## config.mk

```make
export PLATFORM = sky130hd
export DESIGN_NAME = uart_rx_fifo
export DESIGN_NICKNAME = d
export VERILOG_FILES = /design/src/rtl/uart_rx_fifo.sv
export SDC_FILE = /design/constraint.sdc
export NUM_CORES = 1
export LEC_CHECK = 0
export BUFFER_PORTS_ARGS = -buffer_cell sky130_fd_sc_hd__clkbuf_2
export CAP_MARGIN = 5
export CORE_MARGIN = 2
export CORE_UTILIZATION = 38
export CTS_CLUSTER_SIZE = 14
export DETAILED_ROUTE_END_ITERATION = 6
export RECOVER_POWER = 100
export SYNTH_ARGS = -nofsm -noshare
export SYNTH_HDL_FRONTEND = slang
export SYNTH_SLANG_ARGS = --single-unit
```

## constraint.sdc

```tcl
create_clock -name clk -period 2.7 [get_ports clk]
set_input_delay 0.27 -clock clk [delete_from_list [all_inputs] [get_ports clk]]
set_output_delay 0.27 -clock clk [all_outputs]
set_load 0.01 [all_outputs]
```

## src/rtl/uart_rx_fifo.sv

```systemverilog
// uart_rx_fifo: first-word-fall-through receive FIFO between the UART receiver
// and the ALU command interface. It keeps an occupancy count and sticky
// overflow/underflow flags for debug.
module uart_rx_fifo #(
    parameter int DATA_W = 8,
    parameter int ADDR_W = 2
) (
    input  logic              clk,
    input  logic              reset,
    input  logic              wr,
    input  logic [DATA_W-1:0] w_data,
    input  logic              rd,
    output logic [DATA_W-1:0] r_data,
    output logic              empty,
    output logic              full,
    output logic [ADDR_W:0]   count,
    input  logic              clr_err,
    output logic              overflow,
    output logic              underflow
);

    localparam int DEPTH = 2 ** ADDR_W;
    localparam logic [ADDR_W:0] DEPTH_CNT = (ADDR_W + 1)'(DEPTH);

    logic [DATA_W-1:0] mem_q [DEPTH];
    logic [DATA_W-1:0] mem_d [DEPTH];
    logic [ADDR_W-1:0] wp_q, wp_d, rp_q, rp_d;
    logic [ADDR_W:0]   count_q, count_d;
    logic              empty_q, empty_d, full_q, full_d;
    logic              ovf_q, ovf_d, unf_q, unf_d;
    logic              wr_en, rd_en;

    // A pop only happens with data present. When the FIFO is full, a push is
    // still allowed if a pop frees the head slot in the same cycle.
    always_comb begin
        rd_en = rd & ~empty_q;
        wr_en = wr & (~full_q | rd);
    end

    // Storage and pointer next-state. Pointers wrap naturally modulo the depth.
    always_comb begin
        mem_d = mem_q;
        wp_d  = wp_q;
        rp_d  = rp_q;
        if (wr_en) begin
            mem_d[wp_q] = w_data;
            wp_d        = wp_q + ADDR_W'(1);
        end
        if (rd_en) begin
            rp_d = rp_q + ADDR_W'(1);
        end
    end

    // Occupancy and status flags. They are derived from the next count, so
    // the registered versions always agree with each other.
    always_comb begin
        count_d = count_q;
        unique case ({wr_en, rd_en})
            2'b10:   count_d = count_q + (ADDR_W + 1)'(1);
            2'b01:   count_d = count_q - (ADDR_W + 1)'(1);
            default: count_d = count_q;
        endcase
        empty_d = (count_d == '0);
        full_d  = (count_d == DEPTH_CNT);
    end

    // Sticky error flags. A new error in the same cycle takes priority over clr_err.
    always_comb begin
        ovf_d = ovf_q;
        unf_d = unf_q;
        if (clr_err) begin
            ovf_d = 1'b0;
            unf_d = 1'b0;
        end
        if (wr & ~wr_en) ovf_d = 1'b1;
        if (rd & empty_q) unf_d = 1'b1;
    end

    // Storage array. It has no reset; reset discards the contents logically.
    always_ff @(posedge clk) begin
        mem_q <= mem_d;
    end

    // Control state register with asynchronous reset.
    always_ff @(posedge clk or posedge reset) begin
        if (reset) begin
            wp_q    <= '0;
            rp_q    <= '0;
            count_q <= '0;
            empty_q <= 1'b1;
            full_q  <= 1'b0;
            ovf_q   <= 1'b0;
            unf_q   <= 1'b0;
        end else begin
            wp_q    <= wp_d;
            rp_q    <= rp_d;
            count_q <= count_d;
            empty_q <= empty_d;
            full_q  <= full_d;
            ovf_q   <= ovf_d;
            unf_q   <= unf_d;
        end
    end

    // The head word falls through with zero latency and reads as zero when the FIFO is empty.
    always_comb begin
        r_data = empty_q ? '0 : mem_q[rp_q];
    end

    assign empty     = empty_q;
    assign full      = full_q;
    assign count     = count_q;
    assign overflow  = ovf_q;
    assign underflow = unf_q;

endmodule

```

# ---- After elaboration in Yosys (flattened, before gate mapping)
# Cells that the tools add are included.
dict set report word_totals {
  inputBits 13
  ff_bits 43
}
dict set report op_classes {
  n_eq_ne 3
  order_cmp 3
  mux 11
  add_sub_neg 4
  bitwise_logic 10
  n_reduce_logical 4
}
# cell count
set op_table {}
lappend op_table {{bitwise mux 32 bit} 1}
lappend op_table {{two-way mux 8 bit} 4}
lappend op_table {{binary-select mux 8 bit (select 2 bit)} 1}
lappend op_table {{demux 8 bit (select 2 bit)} 1}
lappend op_table {{greater-or-equal comparator 3 bit (second input constant)} 2}
lappend op_table {{inverter 2 -> 3 bit} 2}
lappend op_table {{one-hot mux 3 bit (2 select lines)} 1}
lappend op_table {{adder 2 x 1 -> 2 bit (second input constant)} 2}
lappend op_table {{bitwise AND 1 bit} 4}
lappend op_table {{nonzero test 2 bit} 2}
lappend op_table {{adder 3 x 1 -> 3 bit (second input constant)} 1}
lappend op_table {{equality test 3 bit (second input constant)} 1}
lappend op_table {{logical NOT 3 bit} 1}
lappend op_table {{< comparator 3 x 1 -> 1 bit (second input constant)} 1}
lappend op_table {{two-way mux 1 bit} 3}
lappend op_table {{inverter 1 bit} 3}
lappend op_table {{subtractor 3 x 1 -> 3 bit (second input constant)} 1}
lappend op_table {{equality test 2 x 1 -> 1 bit (second input constant)} 1}
lappend op_table {{equality test 2 bit (second input constant)} 1}
lappend op_table {{logical AND 1 bit} 1}
lappend op_table {{OR 1 bit} 1}

# ---- Logic depth before layout (Yosys ltp)
dict set report logic_depth {
  ltp_word 6
  mapped_depth 7
}

# ---- Worst setup path before layout
# OpenSTA, ideal clock, no wires.
dict set report synth_path {
  path_kind {reg2reg}
  start {register empty_q, in the netlist empty}
  end {register full_q, in the netlist full}
  n_path_buf 0
  setup_ns 0.120
  path_slack_ns 0.724
  arrival_ns 1.856
  synth_period_minus_slack_ns 1.976
  path_stages_with_launch 7
  cell_sequence {dfstp_2 nor2b_1 ha_1 fa_1 xnor2_1 xnor2_1 a31o_2}
}
dict set report synth_via {
  elab_chain_len 5
  word_cells_on_any_way 6
  cone_classes {eq/ne (3); mux (1); bitwise (2)}
}
# item line
set synth_lines {}
lappend synth_lines {{start, declared} 29} ;# logic empty_q, empty_d, full_q, full_d;
lappend synth_lines {{start signal, assigned} 98} ;# empty_q <= empty_d;
lappend synth_lines {{inverter 1 bit (*)} 36} ;# rd_en = rd & ~empty_q;
lappend synth_lines {{bitwise AND 1 bit (*)} 36}
lappend synth_lines {{named net rd_en} 31} ;# logic wr_en, rd_en;
lappend synth_lines {{equality test 2 x 1 -> 1 bit or equality test 2 bit (tied branches)} 58} ;# unique case ({wr_en, rd_en})
lappend synth_lines {{one-hot mux 3 bit (2 select lines) (*)} 58}
lappend synth_lines {{equality test 3 bit (*)} 64} ;# full_d = (count_d == DEPTH_CNT);
lappend synth_lines {{named net full_d} 29}
lappend synth_lines {{end signal, assigned} 99} ;# full_q <= full_d;
lappend synth_lines {{end, declared} 29}
# The timed path passes the listed nets; every way through them passes the cells marked *.
# A chain may end at the register's enable or synchronous reset.

# ---- Worst setup path after layout
# Same ends and word-level chain as after synthesis.

==> impl_metrics.yaml <==
sta:
  finalCriticalPeriod_ns: 2.29
  fin_skew_ns: 0.0115
  post-route-period-util_pct: 84.8
  clock.fmax_ghz: 0.437
  fin_hold_ws_ns: 0.182
  max_slew_margin_pct: 58.8
  setup_tns_ns: 0
  finalWorstSetupSlack_ns: 0.411
  final_hold_viol_count: 0
  finalMaxSlewViolations: 0
  rsz0062_at_grt: "false"
  worst_slew_pin_slew_ns: 0.618
  setup_viol: 0
floorplanning:
  pin_count: 28
  rows: 24
  die_area_um2: 5230
  coreArea_um2: 4410
  initial_utilization_pct: 40.2
  dieWidth_um: 72.3
  die_h_um: 72.3
synth:
  postSynthNetCount: 120
  synth.cell_area_um2: 1770
  synth.ff_latch_count: 43
  yosysTopAreaCell: "edfxtp_1"
  synth.avg_cell_area_um2: 17.6
  yosysWarnings: 0
  yosysSeqAreaShare_pct: 69.8
  synth_cell_types: 20
  netlist_instances: 101
  synth_top_area_share_pct: 54.2
  synth.area.top_cells: "edfxtp_1 (54%), dfrtp_1 (14%), mux4_2 (10%)"
flow_run:
  drv_cap: 0
setup_path:
  critPathSlowestCell: "dfstp_1"
  critPathMostFrequentCell: "xnor2_1"
  start_kind: "flip-flop"
  slowest_delay_ns: 0.79
  cp_data_arrival_time_ns: 2.49
  path_cells: "nor2b_1 > ha_1 > fa_1 > xnor2_1 > xnor2_1 > a31o_2"
  cp_top_family: "flip-flops"
  critPathKind: "flip-flop to flip-flop"
  cp-end-kind: "flip-flop"
  cp.buffers_inverters: 0
  cp.required_ns: 2.90
  path_max_fanout: 11
power:
  power_mw: 2.09
  peakVddDrop_mv: 0.395
  leakage_nw: 0.741
  p_per_area_nw_per_um2: 1030
layout:
  syn_to_final_growth_pct: 14.1
  utilization_pct: 45.8
  layout_common_cells: "edfxtp_1 (32), clkbuf_1 (24), dfrtp_1 (10), nor2b_1 (9), mux4_2 (8)"
  n_antenna_cell: 0
  drive_gt1_share_pct: 16.3
  fin_area_um2: 2020
  final_cells: 187
  fillers: 403
  mostFrequentLayoutCell: "edfxtp_1"
  final_nets: 153
clocking:
  ctsHoldBuffers: 1
  cts_max_level: 2
  ctsResizeCount: 0
  cts_tree: "yes"
  clockRootBuffer: "clkbuf_8"
  cts.sinks: 43
  clk_pin_slew_ns: 0.08
  post_cts_buffers: 0
  insertion_delay_ns: 0.30
  cts_buffer_depth: 2
  cts-buffers-inserted: 5
global_route:
  track_usage_pct: 12.4
  grt_pass1_wl_um: 4660
  grt_pass1_vias: 958
  gr-total-overflow: 0
  antenna_found_initial: 0
  grt_max_degree: 14
place:
  placed_area_um2: 1960
  hpwlAfterDp_um: 1990
  dp_cells: 178
  port_buffers: 27
  gp_congestion: 0.832
  preCtsSetupSlack_ns: 0.566
drt:
  viasPerCell: 4.87
  dr.pass1.iters: 2
  ant_nets: 0
  vias: 910
  wl_per_cell_um: 15.7
  drc: 0
  drt_iter0_markers: 81
  routed_wl_um: 2940
min_path:
  hold_class: "input port to flip-flop"
outcome:
  status: "completed"
-- synth_stat cells, drive strengths merged --
master and number:
edfxtp 32, dfrtp 10, nor2b 9, mux4 8, inv 6, and3 5, ha 5, nand2 5
xnor2 5, nor2 3, mux2 2, o22ai 2, xor2 2, a31o 1, buf 1, clkbuf 1
dfstp 1, fa 1, nand2b 1, o21ai 1
-- area by class of cell --
cell class | instances | area (µm²) | area share (%)
Sequential cell | 43 | 1240 | 61.2
Multi-Input combinational cell | 50 | 497 | 24.6
Timing Repair Buffer | 28 | 116 | 5.75
Clock buffer | 6 | 72.6 | 3.59
Tap cell | 52 | 65.1 | 3.22
Inverter | 6 | 22.5 | 1.11
Clock inverter | 2 | 12.5 | 0.618
-- final timing paths --
check                      slack [ns]      from  depth (start not counted)        to
min in group asynchronous        0.50     reset                          3      full
max in group asynchronous        1.86     reset                          3     empty
min reg2reg                      0.54  overflow                          2  overflow
max reg2reg                      0.41     empty                          6      full
max                              0.41     empty                          6      full
min                              0.18   clr_err                          2  overflow
-- power by group --
part           total, mW  leakage [nW]  switching, mW  internal, mW
sequential          1.04         0.426          0.161         0.883
combinational      0.652         0.273          0.311         0.341
clock              0.396        0.0412          0.216         0.181
total               2.09         0.741          0.688          1.40
-- cell families (layout without fill, tap and decap cells) --
kind of cell,after synthesis,in the layout,synth area share (%)
flip-flops,43,43,69.8
AND/OR/NAND/NOR,23,23,6.99
multiplexers,10,10,11.4
buffers and inverters,8,42,2.19
XOR/XNOR,7,7,3.46
adder cells (fa/ha/maj),6,6,4.66
AO/OA/AOI/OAI,4,4,1.48
-- sequential cells by signal (all words and copies together), names as in the netlist --
name,flops
rp_q,2
empty,1
underflow,1
count,3
wp_q,2
full,1
overflow,1
mem_q,32
-- routing by layer --
| metal | share of wire (%) | global-route usage [%] | vias to the layer above |
|---|---|---|---|
| met4 | 1.8 | 5.03 | 0 |
| met1 | 46 | 15.7 | 449 |
| li1 | - | - | 434 |
| met2 | 47 | 19.2 | 21 |
| met3 | 5.5 | 5.00 | 6 |
| met5 | 0 | 0 | - |
(Power assumes the default switching activity.)
